File: src/rtl/gf_mul_exp_seq_if.sv
// gf_mul_exp_seq_if: request/response bundle for the sequential GF(2^m) unit
interface gf_mul_exp_seq_if #(
    parameter int DATA_WIDTH = 32
);
    logic                  start;
    logic [1:0]            op;
    logic [DATA_WIDTH:0]   polyn_red_in;
    logic [DATA_WIDTH-1:0] a;
    logic [DATA_WIDTH-1:0] b;
    logic                  busy;
    logic                  done;
    logic [DATA_WIDTH-1:0] out;

    modport master (
        output start, op, polyn_red_in, a, b,
        input  busy, done, out
    );

    modport slave (
        input  start, op, polyn_red_in, a, b,
        output busy, done, out
    );
endinterface

File: src/rtl/gf_mul_exp_seq.sv
// gf_mul_exp_seq: bit-serial GF(2^m) add/mult/exp unit; GF_INV_EN enables op=11 Fermat inverse
module gf_mul_exp_seq #(
    parameter int DATA_WIDTH = 32
) (
    input logic            clk,
    input logic            rst_n,
    gf_mul_exp_seq_if.slave bus
);
    localparam int M  = DATA_WIDTH;
    localparam int CW = $clog2(M);

    typedef enum logic [1:0] {IDLE, SQR, MUL, DONE} state_t;

    state_t         state;
    logic           is_exp;
    logic [M-1:0]   a_r, b_r, poly_r, acc, prod, out_r;
    logic [CW-1:0]  cnt, ebit;
    logic           busy_r, done_r;
    logic [M-1:0]   mcand, mbits, shifted, prod_next;

    assign bus.busy = busy_r;
    assign bus.done = done_r;
    assign bus.out  = out_r;

    // One interleaved shift-reduce-accumulate step of the current pass
    always_comb begin
        mcand     = (state == SQR) ? acc : a_r;
        mbits     = (state == MUL && !is_exp) ? b_r : acc;
        shifted   = {prod[M-2:0], 1'b0} ^ (prod[M-1] ? poly_r : '0);
        prod_next = shifted ^ (mbits[cnt] ? mcand : '0);
    end

    // Control FSM with registered handshake outputs and datapath registers
    always_ff @(posedge clk or negedge rst_n) begin
        if (!rst_n) begin
            state  <= IDLE;
            is_exp <= 1'b0;
            a_r    <= '0;
            b_r    <= '0;
            poly_r <= '0;
            acc    <= '0;
            prod   <= '0;
            out_r  <= '0;
            cnt    <= '0;
            ebit   <= '0;
            busy_r <= 1'b0;
            done_r <= 1'b0;
        end else begin
            case (state)
                IDLE: begin
                    done_r <= 1'b0;
                    if (bus.start) begin
                        a_r    <= bus.a;
                        b_r    <= bus.b;
                        poly_r <= bus.polyn_red_in[M-1:0];
                        acc    <= M'(1);
                        prod   <= '0;
                        cnt    <= CW'(M-1);
                        ebit   <= CW'(M-1);
                        case (bus.op)
                            2'b00: begin
                                out_r  <= bus.a ^ bus.b;
                                done_r <= 1'b1;
                                state  <= DONE;
                            end
                            2'b01: begin
                                is_exp <= 1'b0;
                                busy_r <= 1'b1;
                                state  <= MUL;
                            end
                            2'b10: begin
                                is_exp <= 1'b1;
                                busy_r <= 1'b1;
                                state  <= SQR;
                            end
                            default: begin
`ifdef GF_INV_EN
                                // a^(2^m-2): exponent with every bit but bit 0 set
                                is_exp <= 1'b1;
                                b_r    <= {{(M-1){1'b1}}, 1'b0};
                                busy_r <= 1'b1;
                                state  <= SQR;
`else
                                out_r  <= '0;
                                done_r <= 1'b1;
                                state  <= DONE;
`endif
                            end
                        endcase
                    end
                end
                SQR, MUL: begin
                    prod <= prod_next;
                    cnt  <= cnt - 1'b1;
                    if (cnt == '0) begin
                        // Pass complete: commit product and choose the next pass back-to-back
                        prod <= '0;
                        cnt  <= CW'(M-1);
                        acc  <= prod_next;
                        if (state == SQR && b_r[ebit]) begin
                            state <= MUL;
                        end else if (!is_exp || ebit == '0) begin
                            out_r  <= prod_next;
                            done_r <= 1'b1;
                            busy_r <= 1'b0;
                            state  <= DONE;
                        end else begin
                            ebit  <= ebit - 1'b1;
                            state <= SQR;
                        end
                    end
                end
                default: begin
                    done_r <= 1'b0;
                    state  <= IDLE;
                end
            endcase
        end
    end
endmodule

File: src/flat_wrapper.sv
// flat-port wrapper written by rule: the top's interface ports become plain ports
module gf_mul_exp_seq_flat 
#(
    parameter int DATA_WIDTH = 32
)
  (clk, rst_n, bus_start, bus_op, bus_polyn_red_in, bus_a, bus_b, bus_busy, bus_done, bus_out);
  gf_mul_exp_seq_if #(.DATA_WIDTH(DATA_WIDTH)) bus_i ();
  input logic clk;
  input logic rst_n;
  input wire logic [$bits(bus_i.start)-1:0] bus_start;
  input wire logic [$bits(bus_i.op)-1:0] bus_op;
  input wire logic [$bits(bus_i.polyn_red_in)-1:0] bus_polyn_red_in;
  input wire logic [$bits(bus_i.a)-1:0] bus_a;
  input wire logic [$bits(bus_i.b)-1:0] bus_b;
  output wire logic [$bits(bus_i.busy)-1:0] bus_busy;
  output wire logic [$bits(bus_i.done)-1:0] bus_done;
  output wire logic [$bits(bus_i.out)-1:0] bus_out;
  assign bus_i.start = bus_start;
  assign bus_i.op = bus_op;
  assign bus_i.polyn_red_in = bus_polyn_red_in;
  assign bus_i.a = bus_a;
  assign bus_i.b = bus_b;
  assign bus_busy = bus_i.busy;
  assign bus_done = bus_i.done;
  assign bus_out = bus_i.out;
  gf_mul_exp_seq #(.DATA_WIDTH(DATA_WIDTH)) u_core (.clk(clk), .rst_n(rst_n), .bus(bus_i));
endmodule
File: config.mk
export PLATFORM = sky130hd
export DESIGN_NAME = gf_mul_exp_seq_flat
export DESIGN_NICKNAME = d
export VERILOG_FILES = /design/src/rtl/gf_mul_exp_seq_if.sv /design/src/rtl/gf_mul_exp_seq.sv /design/src/flat_wrapper.sv
export SDC_FILE = /design/constraint.sdc
export NUM_CORES = 1
export LEC_CHECK = 0
export ABC_AREA = 1
export BUFFER_PORTS_ARGS = -buffer_cell sky130_fd_sc_hd__buf_2
export CAP_MARGIN = 20
export CORE_MARGIN = 1
export CORE_UTILIZATION = 30
export CTS_BUF_LIST = sky130_fd_sc_hd__clkbuf_16
export DETAILED_ROUTE_END_ITERATION = 12
export PLACE_DENSITY = 0.55
export SYNTH_ARGS = -nofsm -noshare
export SYNTH_HDL_FRONTEND = slang
export SYNTH_SLANG_ARGS = --single-unit
export TNS_END_PERCENT = 30
File: constraint.sdc
create_clock -name clk -period 2.1 [get_ports clk]
set_input_delay 0.21 -clock clk [delete_from_list [all_inputs] [get_ports clk]]
set_output_delay 0.21 -clock clk [all_outputs]
set_load 0.02 [all_outputs]
## Word-level counts from Yosys, hierarchy flattened

Index checks and enable logic that the tools add are counted.

- Register bits: 207
- Bits of input ports: 102
- Output and inout port bits: 34
- Logic and storage cells: 97

- Add/subtract/negate cells: 2
- Order comparisons: 2
- Equality and inequality tests: 11
- Multiplexer cells: 46
- Bitwise operators: 3
- Reductions and logical operators: 21

Operators with widths:

| operator | number |
|---|---|
| $mux 32 | 12 |
| $pmux 32 s2 | 4 |
| $xor 32x32->32 | 3 |
| $mux 5 | 5 |
| $pmux 5 s2 | 2 |
| $lt 5x6->1 const B | 2 |
| $mux 1 | 12 |
| $reduce_and 6->1 | 2 |
| $bmux 1 s5 | 2 |
| $logic_not 5->1 | 2 |
| $ne 2x2->1 const B | 5 |
| $sub 5x1->5 const B | 2 |
| $reduce_and 3->1 | 3 |
| $mux 2 | 4 |
| $pmux 2 s2 | 2 |
| $pmux 1 s2 | 3 |
| $reduce_and 2->1 | 3 |
| $reduce_and 5->1 | 1 |
| $eq 2x1->1 const B | 2 |
| $eq 2x2->1 const B | 2 |
| $logic_not 2->1 | 2 |
| $ne 2x1->1 const B | 2 |
| $reduce_bool 2->1 | 2 |
| $reduce_or 2->1 | 2 |
| other kinds (3) | 4 |

## Depth between registers and ports, before layout

Gate-level depths: netlist (run 1).

- Depth after elaboration: 11
- Mapped depth: 19
- Gate-level depth less buffers: 17

## Worst setup path after synthesis (run 1)

No wires, ideal clock.

- Path kind: register to register
- Start point: register u_core.cnt[0]
- End point: register u_core.acc[21]
- Setup time: 0.132 ns
- Data arrival time: 2.194 ns
- Required time: 1.968 ns
- Path slack: -0.226 ns
- Stages on the path, launching flop included: 16
- Buffers on the path: 4
- Cells stage by stage: dfrtp_1 > buf_4 > clkinv_1 > buf_2 > ha_1 > inv_1 > nor4_4 > nor2_1 > nor2_1 > inv_1 > nor2_2 > inv_1 > buf_2 > buf_1 > nand2_1 > o21ai_1

- Word-level cells in the longest chain between the ends: 6
- Elaborated cells on any way between the ends: 9
- Those cells by class: 1 x eq/ne; 5 x mux; 1 x bitwise; 2 x reduce/logical

RTL lines:

| element | line | source |
|---|---|---|
| start: declaration | gf_mul_exp_seq.sv:17 | `logic [CW-1:0] cnt, ebit;` |
| start signal: assignment | gf_mul_exp_seq.sv:58 | `cnt <= CW'(M-1);` |
| start signal: assignment | gf_mul_exp_seq.sv:94 | `cnt <= cnt - 1'b1;` |
| start signal: assignment | gf_mul_exp_seq.sv:98 | `cnt <= CW'(M-1);` |
| $bmux 1 s5 | gf_mul_exp_seq.sv:30 | `prod_next = shifted ^ (mbits[cnt] ? mcand : '0);` |
| $mux 1 (implied by the code) | gf_mul_exp_seq.sv:30 |  |
| $mux 32 | gf_mul_exp_seq.sv:30 |  |
| $xor 32x32->32 | gf_mul_exp_seq.sv:30 |  |
| $mux 32 | gf_mul_exp_seq.sv:95 | `if (cnt == '0) begin` |
| $pmux 32 s2 | gf_mul_exp_seq.sv:49 | `case (state)` |
| end signal: assignment | gf_mul_exp_seq.sv:99 | `acc <= prod_next;` |
| end: declaration | gf_mul_exp_seq.sv:16 | `logic [M-1:0] a_r, b_r, poly_r, acc, prod, out_r;` |

Several ways; a longest one is shown, not always the timed one. The select of a mux whose other input is x is not followed.
A chain may end at the register's enable or synchronous reset.

## Worst setup path after layout (run 1)

- Start point: register u_core.state[0]
- End point: register u_core.out_r[1] (netlist: u_core.bus.out[1])

- Word-level cells in the longest chain between the ends: 11
- Elaborated cells on any way between the ends: 23
- Those cells by class: 7 x eq/ne; 9 x mux; 1 x bitwise; 6 x reduce/logical

RTL lines:

| element | line | source |
|---|---|---|
| start: declaration | gf_mul_exp_seq.sv:14 | `state_t state;` |
| start signal: assignment | gf_mul_exp_seq.sv:36 | `state <= IDLE;` |
| start signal: assignment | gf_mul_exp_seq.sv:64 | `state <= DONE;` |
| start signal: assignment | gf_mul_exp_seq.sv:69 | `state <= MUL;` |
| $eq 2x2->1 | gf_mul_exp_seq.sv:28, gf_mul_exp_seq.sv:49 |  |
| $logic_and 1x1->1 | gf_mul_exp_seq.sv:28 | `mbits = (state == MUL && !is_exp) ? b_r : acc;` |
| $mux 32 | gf_mul_exp_seq.sv:28 |  |
| $bmux 1 s5 | gf_mul_exp_seq.sv:30 |  |
| $mux 1 (implied by the code) | gf_mul_exp_seq.sv:30 |  |
| $mux 32 | gf_mul_exp_seq.sv:30 |  |
| $xor 32x32->32 | gf_mul_exp_seq.sv:30 |  |
| $mux 32 | gf_mul_exp_seq.sv:102 | `end else if (!is_exp \|\| ebit == '0) begin` |
| $mux 32 | gf_mul_exp_seq.sv:100 | `if (state == SQR && b_r[ebit]) begin` |
| $mux 32 | gf_mul_exp_seq.sv:95 |  |
| $pmux 32 s2 | gf_mul_exp_seq.sv:49 |  |
| end signal: assignment | gf_mul_exp_seq.sv:62 | `out_r <= bus.a ^ bus.b;` |
| end signal: assignment | gf_mul_exp_seq.sv:103 | `out_r <= prod_next;` |
| end: declaration | gf_mul_exp_seq.sv:16 |  |

Several ways; a longest one is shown, not always the timed one. The select of a mux whose other input is x is not followed.

==> impl_metrics.json, run 1 <==
{
  "num_rows": 70,
  "gp_congestion": 0.907,
  "drt_iter0_markers": 796,
  "worst_slew_pin_slew_ns": 0.499,
  "grt_max_degree": 52,
  "violations": "setup timing",
  "reg2reg_depth": 17,
  "synthArstFlopShare_pct": 100,
  "die-area_um2": 38600,
  "syn-cell-area_um2": 11300,
  "cap_violations": 0,
  "worstSetupPathType": "reg2reg",
  "holdPathEnd": "u_core.b_r[10]",
  "min_period_over_period_pct": 107,
  "drt-vias-per-instance": 4.66,
  "switching_share_pct": 46.4,
  "io_buffers": 134,
  "ys_types": 35,
  "numCtsBuffers": 25,
  "p_sw_w": 0.0118,
  "postRouteAntennaNets": 0,
  "worstReg2RegEnd": "u_core.bus.out[1]",
  "area_growth_pct": 32.4,
  "antenna_found_initial": 0,
  "p_seq_share_pct": 27.1,
  "synth_ff_type": "dfrtp_1",
  "hold_viol_final": 0,
  "cts_tree": "done",
  "ys_seq_area_share_pct": 45.7,
  "slew-limit-headroom_pct": 66.7,
  "r2r-start": "u_core.state[0]",
  "status": "complete, but fails checks",
  "grt_overflow": 0,
  "start_util_pct": 30.7,
  "setup-tns-final_ns": -9.95,
  "nets": 1814,
  "design_area_um2": 15000,
  "vdd_drop_max_uv": 811,
  "fillCellCount": 3769,
  "hp-start": "bus_b[10]",
  "min_path_type": "in2reg",
  "drive_above_1_share_pct": 21.7,
  "synth_fp_nets": 1571,
  "first_pass_iters": 5,
  "power_density_nw_per_um2": 1700,
  "clk_latency_ns": 0.53,
  "grt_util_all_layers_pct": 19.4,
  "routed-via-count": 10400,
  "hold_depth": 3,
  "grt_pass1_vias": 9916,
  "p_leak_nw": 7.65,
  "clk_pin_slew_ns": 0.06,
  "placed_area_um2": 13200,
  "total_power_w": 0.0255,
  "critical_path.endpoint_type": "register",
  "finClkSkew_ns": 0.0215,
  "synth_cells": 1459,
  "dpl_worst_slack_ns": -0.283,
  "clk_path_buf_depth": 3,
  "drt-total-wl_mm": 37.6,
  "synth_edf_count": 0,
  "setup_ws_ns": -0.155,
  "layout_commonest_cell": "nand2_1",
  "htree_levels": 1,
  "die_y_um": 196,
  "cp.required_ns": 2.51,
  "slew_violations": 0,
  "clockRootBuffer": "clkbuf_16",
  "cts.sinks": 207,
  "remaining_drc_errors": 0,
  "mostFrequentLayoutCells": "nand2_1, dfrtp_1, inv_1, nand3_1, buf_2",
  "start_kind": "register",
  "ff2ff_setup_slack_ns": -0.16,
  "dpl.hpwl_mm": 27.0,
  "synth_area_per_cell_um2": 7.77,
  "die_x_um": 196,
  "clkPwrFrac_pct": 15.7,
  "clock.fmax_mhz": 443,
  "p_int_w": 0.0137,
  "routedWlPerCell_um": 16.9,
  "rsz0062_at_grt": "true",
  "ys_warn_count": 0,
  "cts_setup_buffers": 0,
  "grt_pass1_wl_mm": 58.3,
  "finalSetupViolCount": 95,
  "comb_power_share_pct": 57.3,
  "period_minus_slack_ns": 2.26,
  "insertedDiodeCount": 0,
  "arrival_ns": 2.67,
  "startpoint": "u_core.state[0]",
  "core_region_area_um2": 36900,
  "synth.ff_latch_count": 207,
  "cp_max_fo": 10,
  "top_level_ports": 136
}
[registers in the layout (all words and copies together) (netlist names)]
signal and cells:
u_core.a_r 32, u_core.is_exp 1, u_core.bus.out 32, u_core.acc 32, u_core.cnt 5, u_core.b_r 32
u_core.state 2, u_core.bus.done 1, u_core.ebit 5, u_core.prod 32, u_core.bus.busy 1, u_core.poly_r 32
[kinds of logic (layout without fill, tap and decap cells)]
| family | count (synthesis) | count (layout) | synth area share [%] |
|---|---|---|---|
| adder cells (fa/ha/maj) | 10 | 10 | 1.10 |
| AND/OR/NAND/NOR | 667 | 668 | 24.8 |
| multiplexers | 55 | 55 | 5.46 |
| buffers and inverters | 259 | 517 | 9.32 |
| XOR/XNOR | 50 | 50 | 3.86 |
| AO/OA/AOI/OAI | 211 | 211 | 9.78 |
| flip-flops | 207 | 207 | 45.7 |
[area by class of cell]
class | instances | area (µm²) | area share [%]
multi-input cells | 994 | 5400 | 36.0
flip-flops and latches | 207 | 5180 | 34.5
repair buffers | 287 | 2340 | 15.6
inverters | 187 | 714 | 4.76
well taps | 504 | 631 | 4.20
clock buffers | 25 | 626 | 4.17
clock inverters | 18 | 106 | 0.709
[Yosys cell counts (10+ instances only)]
master / n / area share [%]
nand2_1: 375 / 12
dfrtp_1: 207 / 46
inv_1: 181 / 6.0
nand3_1: 165 / 7.3
nor2_1: 109 / 3.6
a21oi_1: 97 / 4.3
o21ai_0: 58 / 2.6
mux2_2: 55 / 5.5
clkbuf_1: 37 / 1.2
o21ai_1: 34 / 1.5
xor2_1: 34 / 2.6
buf_2: 19 / 0.84
xnor2_1: 16 / 1.2
o21a_1: 15 / 0.99
ha_1: 10 / 1.1
[worst max-delay path, stage by stage (launching register included)]
cell and delay, ns:
dfrtp_1 0.38, inv_2 0.08, ha_4 0.17, inv_2 0.05
nor2_4 0.12, buf_12 0.13, nand2_1 0.04, nand2_1 0.05
nand2_1 0.06, nand3_2 0.09, nand3_2 0.07, nand2_2 0.09
nand3b_4 0.13, nand2_4 0.17, clkbuf_16 0.18, nand3_1 0.08
nand3_1 0.15, a21oi_1 0.08
[routing by layer]
metal	vias to the layer above	wire length [µm]	part of all wire [%]	GRT usage (%)
li1	5148	-	-	-
met1	4902	17700	47	28.0
met2	252	17100	46	30.7
met3	54	1790	4.8	2.10
met4	0	978	2.6	5.35
met5	-	0	0	0
[repair_timing]
item / 4_1_cts / 5_1_grt
endpoints found under the setup margin: 102 / 107
gates cloned: 1 / 2
pin swaps: 2 / 9
gates resized for setup: 16 / 60
hold buffers: 75 / 0
endpoints found under the hold margin: 118 / 0
[stage by stage]
step                      util, %  cells  hold WS, ns
after floorplan                 -   1459      -0.0856
after detailed placement     35.7   2101        0.223
after global placement       35.7   2101        0.217
final                        40.7   2222      0.00820
after CTS                    40.0   2220      0.00289
after global routing         40.7   2222       0.0191
[worst max-delay path by stage]
stage	endpoint
6_report	u_core.bus.out[1]
2_1_floorplan	u_core.acc[11]
3_3_place_gp	u_core.bus.out[5]
3_5_place_dp	u_core.acc[5]
4_1_cts	u_core.bus.out[15]
5_1_grt	u_core.bus.out[19]
[power by group through the flow]
stage / registers, W / logic [W] / clock network [W]
floorplan: 0.00689 / 0.00854 / 0
global placement: 0.00691 / 0.0131 / 0
detailed placement: 0.00692 / 0.0133 / 0
CTS: 0.00689 / 0.0138 / 0.00410
global route: 0.00709 / 0.0161 / 0.00425
finish: 0.00690 / 0.0146 / 0.00399
Note: power is estimated with default switching activity, not from simulation.
==> run 2: changes to the inputs <==
- PLACE_DENSITY: 0.55 -> unset
- PLACE_DENSITY_LB_ADDON: unset -> 0.05
==> run 2 against run 1 <==
The flow still finishes with violations (setup timing); utilization increased by 1.4 points; non-clock buffer count is 37 higher; clock power up 15%; design area increased by 3.4%; combinational power rose by 5%; first-iteration DRC count decreased by 23%; global-route usage is 2.2 points higher; die area did not move; critical path depth grew 1; wire length up 11%; critical path type unchanged.
==> impl_metrics.json, run 2 (same netlist as run 1, synthesis figures left out) <==
{
  "status": "complete, but fails checks",
  "violations": "setup timing",
  "hold_viol_final": 0,
  "critical_path.endpoint_type": "register",
  "placed_area_um2": 13300,
  "drive_above_1_share_pct": 24.5,
  "nets": 1853,
  "worstSetupPathType": "reg2reg",
  "setup_ws_ns": -0.242,
  "placedCellCount": 2121,
  "mostFrequentLayoutCells": "nand2_1, dfrtp_1, inv_1, buf_2, nand3_1",
  "remaining_drc_errors": 0,
  "fin_cells": 2265,
  "postRouteAntennaNets": 0,
  "cap_violations": 0,
  "gp_congestion": 0.882,
  "drt-vias-per-instance": 4.62,
  "cp.required_ns": 2.56,
  "arrival_ns": 2.81,
  "final_util_pct": 42.1,
  "drt-total-wl_mm": 41.6,
  "top_level_ports": 136,
  "worst_slew_pin_slew_ns": 0.445,
  "antenna_found_initial": 2,
  "routed-via-count": 10500,
  "die-area_um2": 38600,
  "dpl.hpwl_mm": 29.7,
  "vdd_drop_max_uv": 757,
  "first_pass_iters": 5,
  "io_buffers": 134,
  "grt_pass1_vias": 10400,
  "grt_overflow": 0,
  "start_util_pct": 30.7,
  "clk_path_buf_depth": 3,
  "clock.fmax_mhz": 427,
  "period_minus_slack_ns": 2.34,
  "layout_commonest_cell": "nand2_1",
  "rsz0062_at_grt": "true",
  "min_period_over_period_pct": 112,
  "finClkSkew_ns": 0.0131,
  "numCtsBuffers": 28,
  "grt_max_degree": 67,
  "die_x_um": 196,
  "slew_violations": 0,
  "area_growth_pct": 36.8,
  "power_density_nw_per_um2": 1740,
  "min_path_type": "in2reg",
  "routedWlPerCell_um": 18.4,
  "die_y_um": 196,
  "clockRootBuffer": "clkbuf_16",
  "cp_max_fo": 17,
  "cts.sinks": 207,
  "design_area_um2": 15500,
  "grt_pass1_wl_mm": 63.1,
  "num_rows": 70,
  "start_kind": "register",
  "core_region_area_um2": 36900,
  "dpl_worst_slack_ns": -0.444,
  "p_leak_nw": 7.89,
  "finalSetupViolCount": 96,
  "grt_util_all_layers_pct": 21.6,
  "clk_pin_slew_ns": 0.06,
  "slew-limit-headroom_pct": 70.0,
  "drt_iter0_markers": 613,
  "clk_latency_ns": 0.55,
  "cts_tree": "done",
  "htree_levels": 1
}
## run 2: metrics by stage
stage / total power (W) / hold WS, ns / setup TNS (ns)
6_report: 0.0269 / 0.0171 / -14.98
5_1_grt: 0.0289 / 0.0103 / -31.41
4_1_cts: 0.0265 / 0.000142 / -15.53
3_5_place_dp: 0.0209 / 0.146 / -31.34
3_3_place_gp: 0.0207 / 0.148 / -27.98
2_1_floorplan: 0.0154 / -0.0856 / -1.67
## run 2: report_power, final
| part | switching [W] | internal (W) |
|---|---|---|
| clock network | 0.00190 | 0.00270 |
| registers | 0.00120 | 0.00573 |
| logic | 0.00948 | 0.00591 |
## run 2: per-layer routing
layer / vias to the layer above / GRT usage [%] / share of wire (%)
met5: - / 0 / 0
met4: 0 / 4.11 / 1.4
met3: 42 / 2.24 / 3.0
met2: 157 / 33.5 / 44
met1: 5046 / 32.5 / 51
li1: 5221 / - / -
## run 2: layout make-up
type / count / area (µm²)
diodes: 1 / 2.50
clock buffers: 29 / 726
clock inverters: 20 / 133
fillers: 3842 / 21400
inverters: 187 / 714
multi-input cells: 993 / 5490
flip-flops and latches: 207 / 5180
well taps: 504 / 631
repair buffers: 324 / 2640
## run 2: path summary, 6_finish.rpt
check	from	endpoint	slack (ns)	cells after the start
max	u_core.state[0]	u_core.bus.out[5]	-0.24	18
min	bus_a[14]	u_core.a_r[14]	0.02	3
max reg2reg	u_core.state[0]	u_core.bus.out[5]	-0.24	18
min reg2reg	u_core.acc[15]	u_core.acc[15]	0.48	2
max in group asynchronous	rst_n	u_core.prod[19]	1.20	3
min in group asynchronous	rst_n	u_core.a_r[7]	0.16	2
## run 2: timing repair
item                                    CTS  global route
cloned                                    2             1
hold endpoints to repair                271             0
resized for setup                        32            64
setup buffers                             3             2
pin swaps                                17            14
hold buffers                             87             0
endpoints found under the setup margin   99           106
## run 2: critical path, cell delays in order (launching register included)
cell and delay (ns):
dfrtp_1 0.39, inv_2 0.08, ha_4 0.17, inv_2 0.05, nor2_4 0.14, buf_12 0.14
nand2_1 0.07, nand3_1 0.09, nand3_1 0.07, nand2_1 0.08, nor2_2 0.06, nand2_2 0.07
nand3b_4 0.10, nand2_8 0.15, buf_12 0.17, nand2_1 0.07, nand2_1 0.08, nand3_1 0.13
a21oi_1 0.16
==> run 3: changes to the inputs <==
- clock period: 2.1 -> 2 ns (I/O delays scaled with it)
==> run 3 against run 2 <==
The run still ends with setup timing left; design area increased by 2.9%; combinational power grew 13%; worst setup slack worse by 0.065 ns; power up 8.3%; flip-flop and latch count did not move; clock skew up 0.0027 ns; critical path type unchanged; critical endpoint is now u_core.acc[8]; largest power group unchanged; highest routed layer unchanged.
==> impl_metrics.json, run 3 (same netlist as run 1, synthesis figures left out) <==
{
  "cts.sinks": 207,
  "start_kind": "register",
  "finClkSkew_ns": 0.0158,
  "finalSetupViolCount": 102,
  "violations": "setup timing",
  "layout_commonest_cell": "nand2_1",
  "num_rows": 70,
  "routed-via-count": 10600,
  "grt_pass1_vias": 10600,
  "fillCellCount": 3709,
  "dpl.hpwl_mm": 30.0,
  "io_buffers": 134,
  "postRouteAntennaNets": 0,
  "clk_latency_ns": 0.56,
  "cts_tree": "done",
  "register_area_um2": 5180,
  "ff2ff_setup_slack_ns": -0.31,
  "startpoint": "u_core.state[1]",
  "grt_overflow": 0,
  "clk_path_buf_depth": 3,
  "placed_area_um2": 13500,
  "arrival_ns": 2.74,
  "cap_violations": 0,
  "mostFrequentLayoutCells": "nand2_1, dfrtp_1, inv_1, buf_2, nor2_1",
  "die_x_um": 196,
  "vdd_drop_max_uv": 971,
  "grt_util_all_layers_pct": 21.8,
  "clock.fmax_mhz": 434,
  "antenna_found_initial": 1,
  "total_power_w": 0.0292,
  "worstSetupPathType": "reg2reg",
  "r2r-start": "u_core.state[1]",
  "slew_violations": 0,
  "insertedDiodeCount": 0,
  "area_growth_pct": 40.8,
  "slew-limit-headroom_pct": 69.3,
  "core_region_area_um2": 36900,
  "cp.required_ns": 2.43,
  "drt_iter0_markers": 580,
  "critical_path.endpoint_type": "register",
  "worst_slew_pin_slew_ns": 0.461,
  "reg2reg_depth": 16,
  "setup_ws_ns": -0.307,
  "htree_levels": 1,
  "nets": 1874,
  "worstReg2RegEnd": "u_core.acc[8]",
  "rsz0062_at_grt": "true",
  "drt-total-wl_mm": 41.7,
  "min_period_over_period_pct": 115,
  "clk_pin_slew_ns": 0.06,
  "period_minus_slack_ns": 2.31,
  "routedWlPerCell_um": 18.3,
  "drt-vias-per-instance": 4.64,
  "die-area_um2": 38600,
  "numCtsBuffers": 27,
  "clockRootBuffer": "clkbuf_16",
  "min_path_type": "in2reg",
  "start_util_pct": 30.7,
  "p_leak_nw": 8.03,
  "drive_above_1_share_pct": 28.7,
  "top_level_ports": 136,
  "power_density_nw_per_um2": 1830,
  "gp_congestion": 0.845,
  "cp_max_fo": 15,
  "grt_pass1_wl_mm": 64.2,
  "crit_end": "u_core.acc[8]",
  "multi_input_area_um2": 5780,
  "hold_viol_final": 0,
  "grt_max_degree": 56,
  "remaining_drc_errors": 0,
  "die_y_um": 196,
  "design_area_um2": 16000,
  "status": "complete, but fails checks",
  "first_pass_iters": 4,
  "hold_depth": 3
}
## run 3: cell types whose count changed in the layout (fill, tap and decap cells not counted), moves of 3 or more
cell           delta
nand3_2          +41
nand2_1           -7
dlygate4sd3_1     +4
nand3_1          -43
a21oi_2          +10
buf_12            +5
clkinv_1          -3
nand2_2           +6
a21oi_1          -10
buf_4            +12
## run 3: layer usage
layer / wire length [µm] / vias up / global-route usage [%]
met5: 0 / - / 0
met4: 871 / 0 / 4.98
met3: 1100 / 43 / 2.22
met2: 18700 / 144 / 33.8
met1: 21000 / 5140 / 32.5
li1: - / 5259 / -
## run 3: metrics by stage
stage	hold slack [ns]	worst slack, ns	TNS (ns)	util (%)	std cells
after global routing	0.0249	-0.435	-36.63	43.3	2282
final	0.0110	-0.307	-22.95	43.3	2282
after global placement	0.144	-0.439	-37.74	36.6	2140
after floorplan	-0.0956	-0.151	-10.36	-	1459
after detailed placement	0.144	-0.469	-39.48	36.6	2140
after CTS	0.00418	-0.310	-25.29	42.3	2279
## run 3: worst max-delay path: stages (launching register included)
cell      delay (ns)
dfrtp_1         0.43
ha_4            0.21
nand2_4         0.10
buf_12          0.14
nand2_1         0.05
o21ai_1         0.09
nand2_1         0.07
nand3_1         0.07
nand3_1         0.08
nand2_2         0.12
nand3b_4        0.11
nand2_8         0.15
buf_12          0.13
buf_16          0.13
nand3_2         0.11
nand3_4         0.11
o21ai_1         0.06
## run 3: worst min-delay path by stage
stage	start	end	slack, ns
2_1_floorplan	rst_n	u_core.a_r[0]	-0.1
3_3_place_gp	rst_n	u_core.a_r[7]	0.14
3_5_place_dp	rst_n	u_core.a_r[7]	0.14
4_1_cts	bus_b[14]	u_core.b_r[14]	0.004
5_1_grt	bus_b[31]	u_core.b_r[31]	0.02
6_report	bus_b[14]	u_core.b_r[14]	0.01
## run 3: area by class of cell
class                   count  area share, %
multi-input cells         993           36.2
flip-flops and latches    207           32.5
repair buffers            346           18.0
inverters                 187           4.48
clock buffers              27           4.23
well taps                 504           3.95
clock inverters            18          0.729
## run 3: timing repair
action,CTS,global route
gates resized for setup,70,95
cloned,2,1
hold buffers,91,0
setup buffers,1,3
endpoints found under the hold margin,244,0
pin swaps,27,29
endpoints found under the setup margin,106,110
## run 3: power breakdown
group | internal [W] | switching [W] | total [W]
registers | 0.00602 | 0.00126 | 0.00728
logic | 0.00685 | 0.0105 | 0.0174
clock network | 0.00256 | 0.00195 | 0.00451
total | 0.0154 | 0.0137 | 0.0292
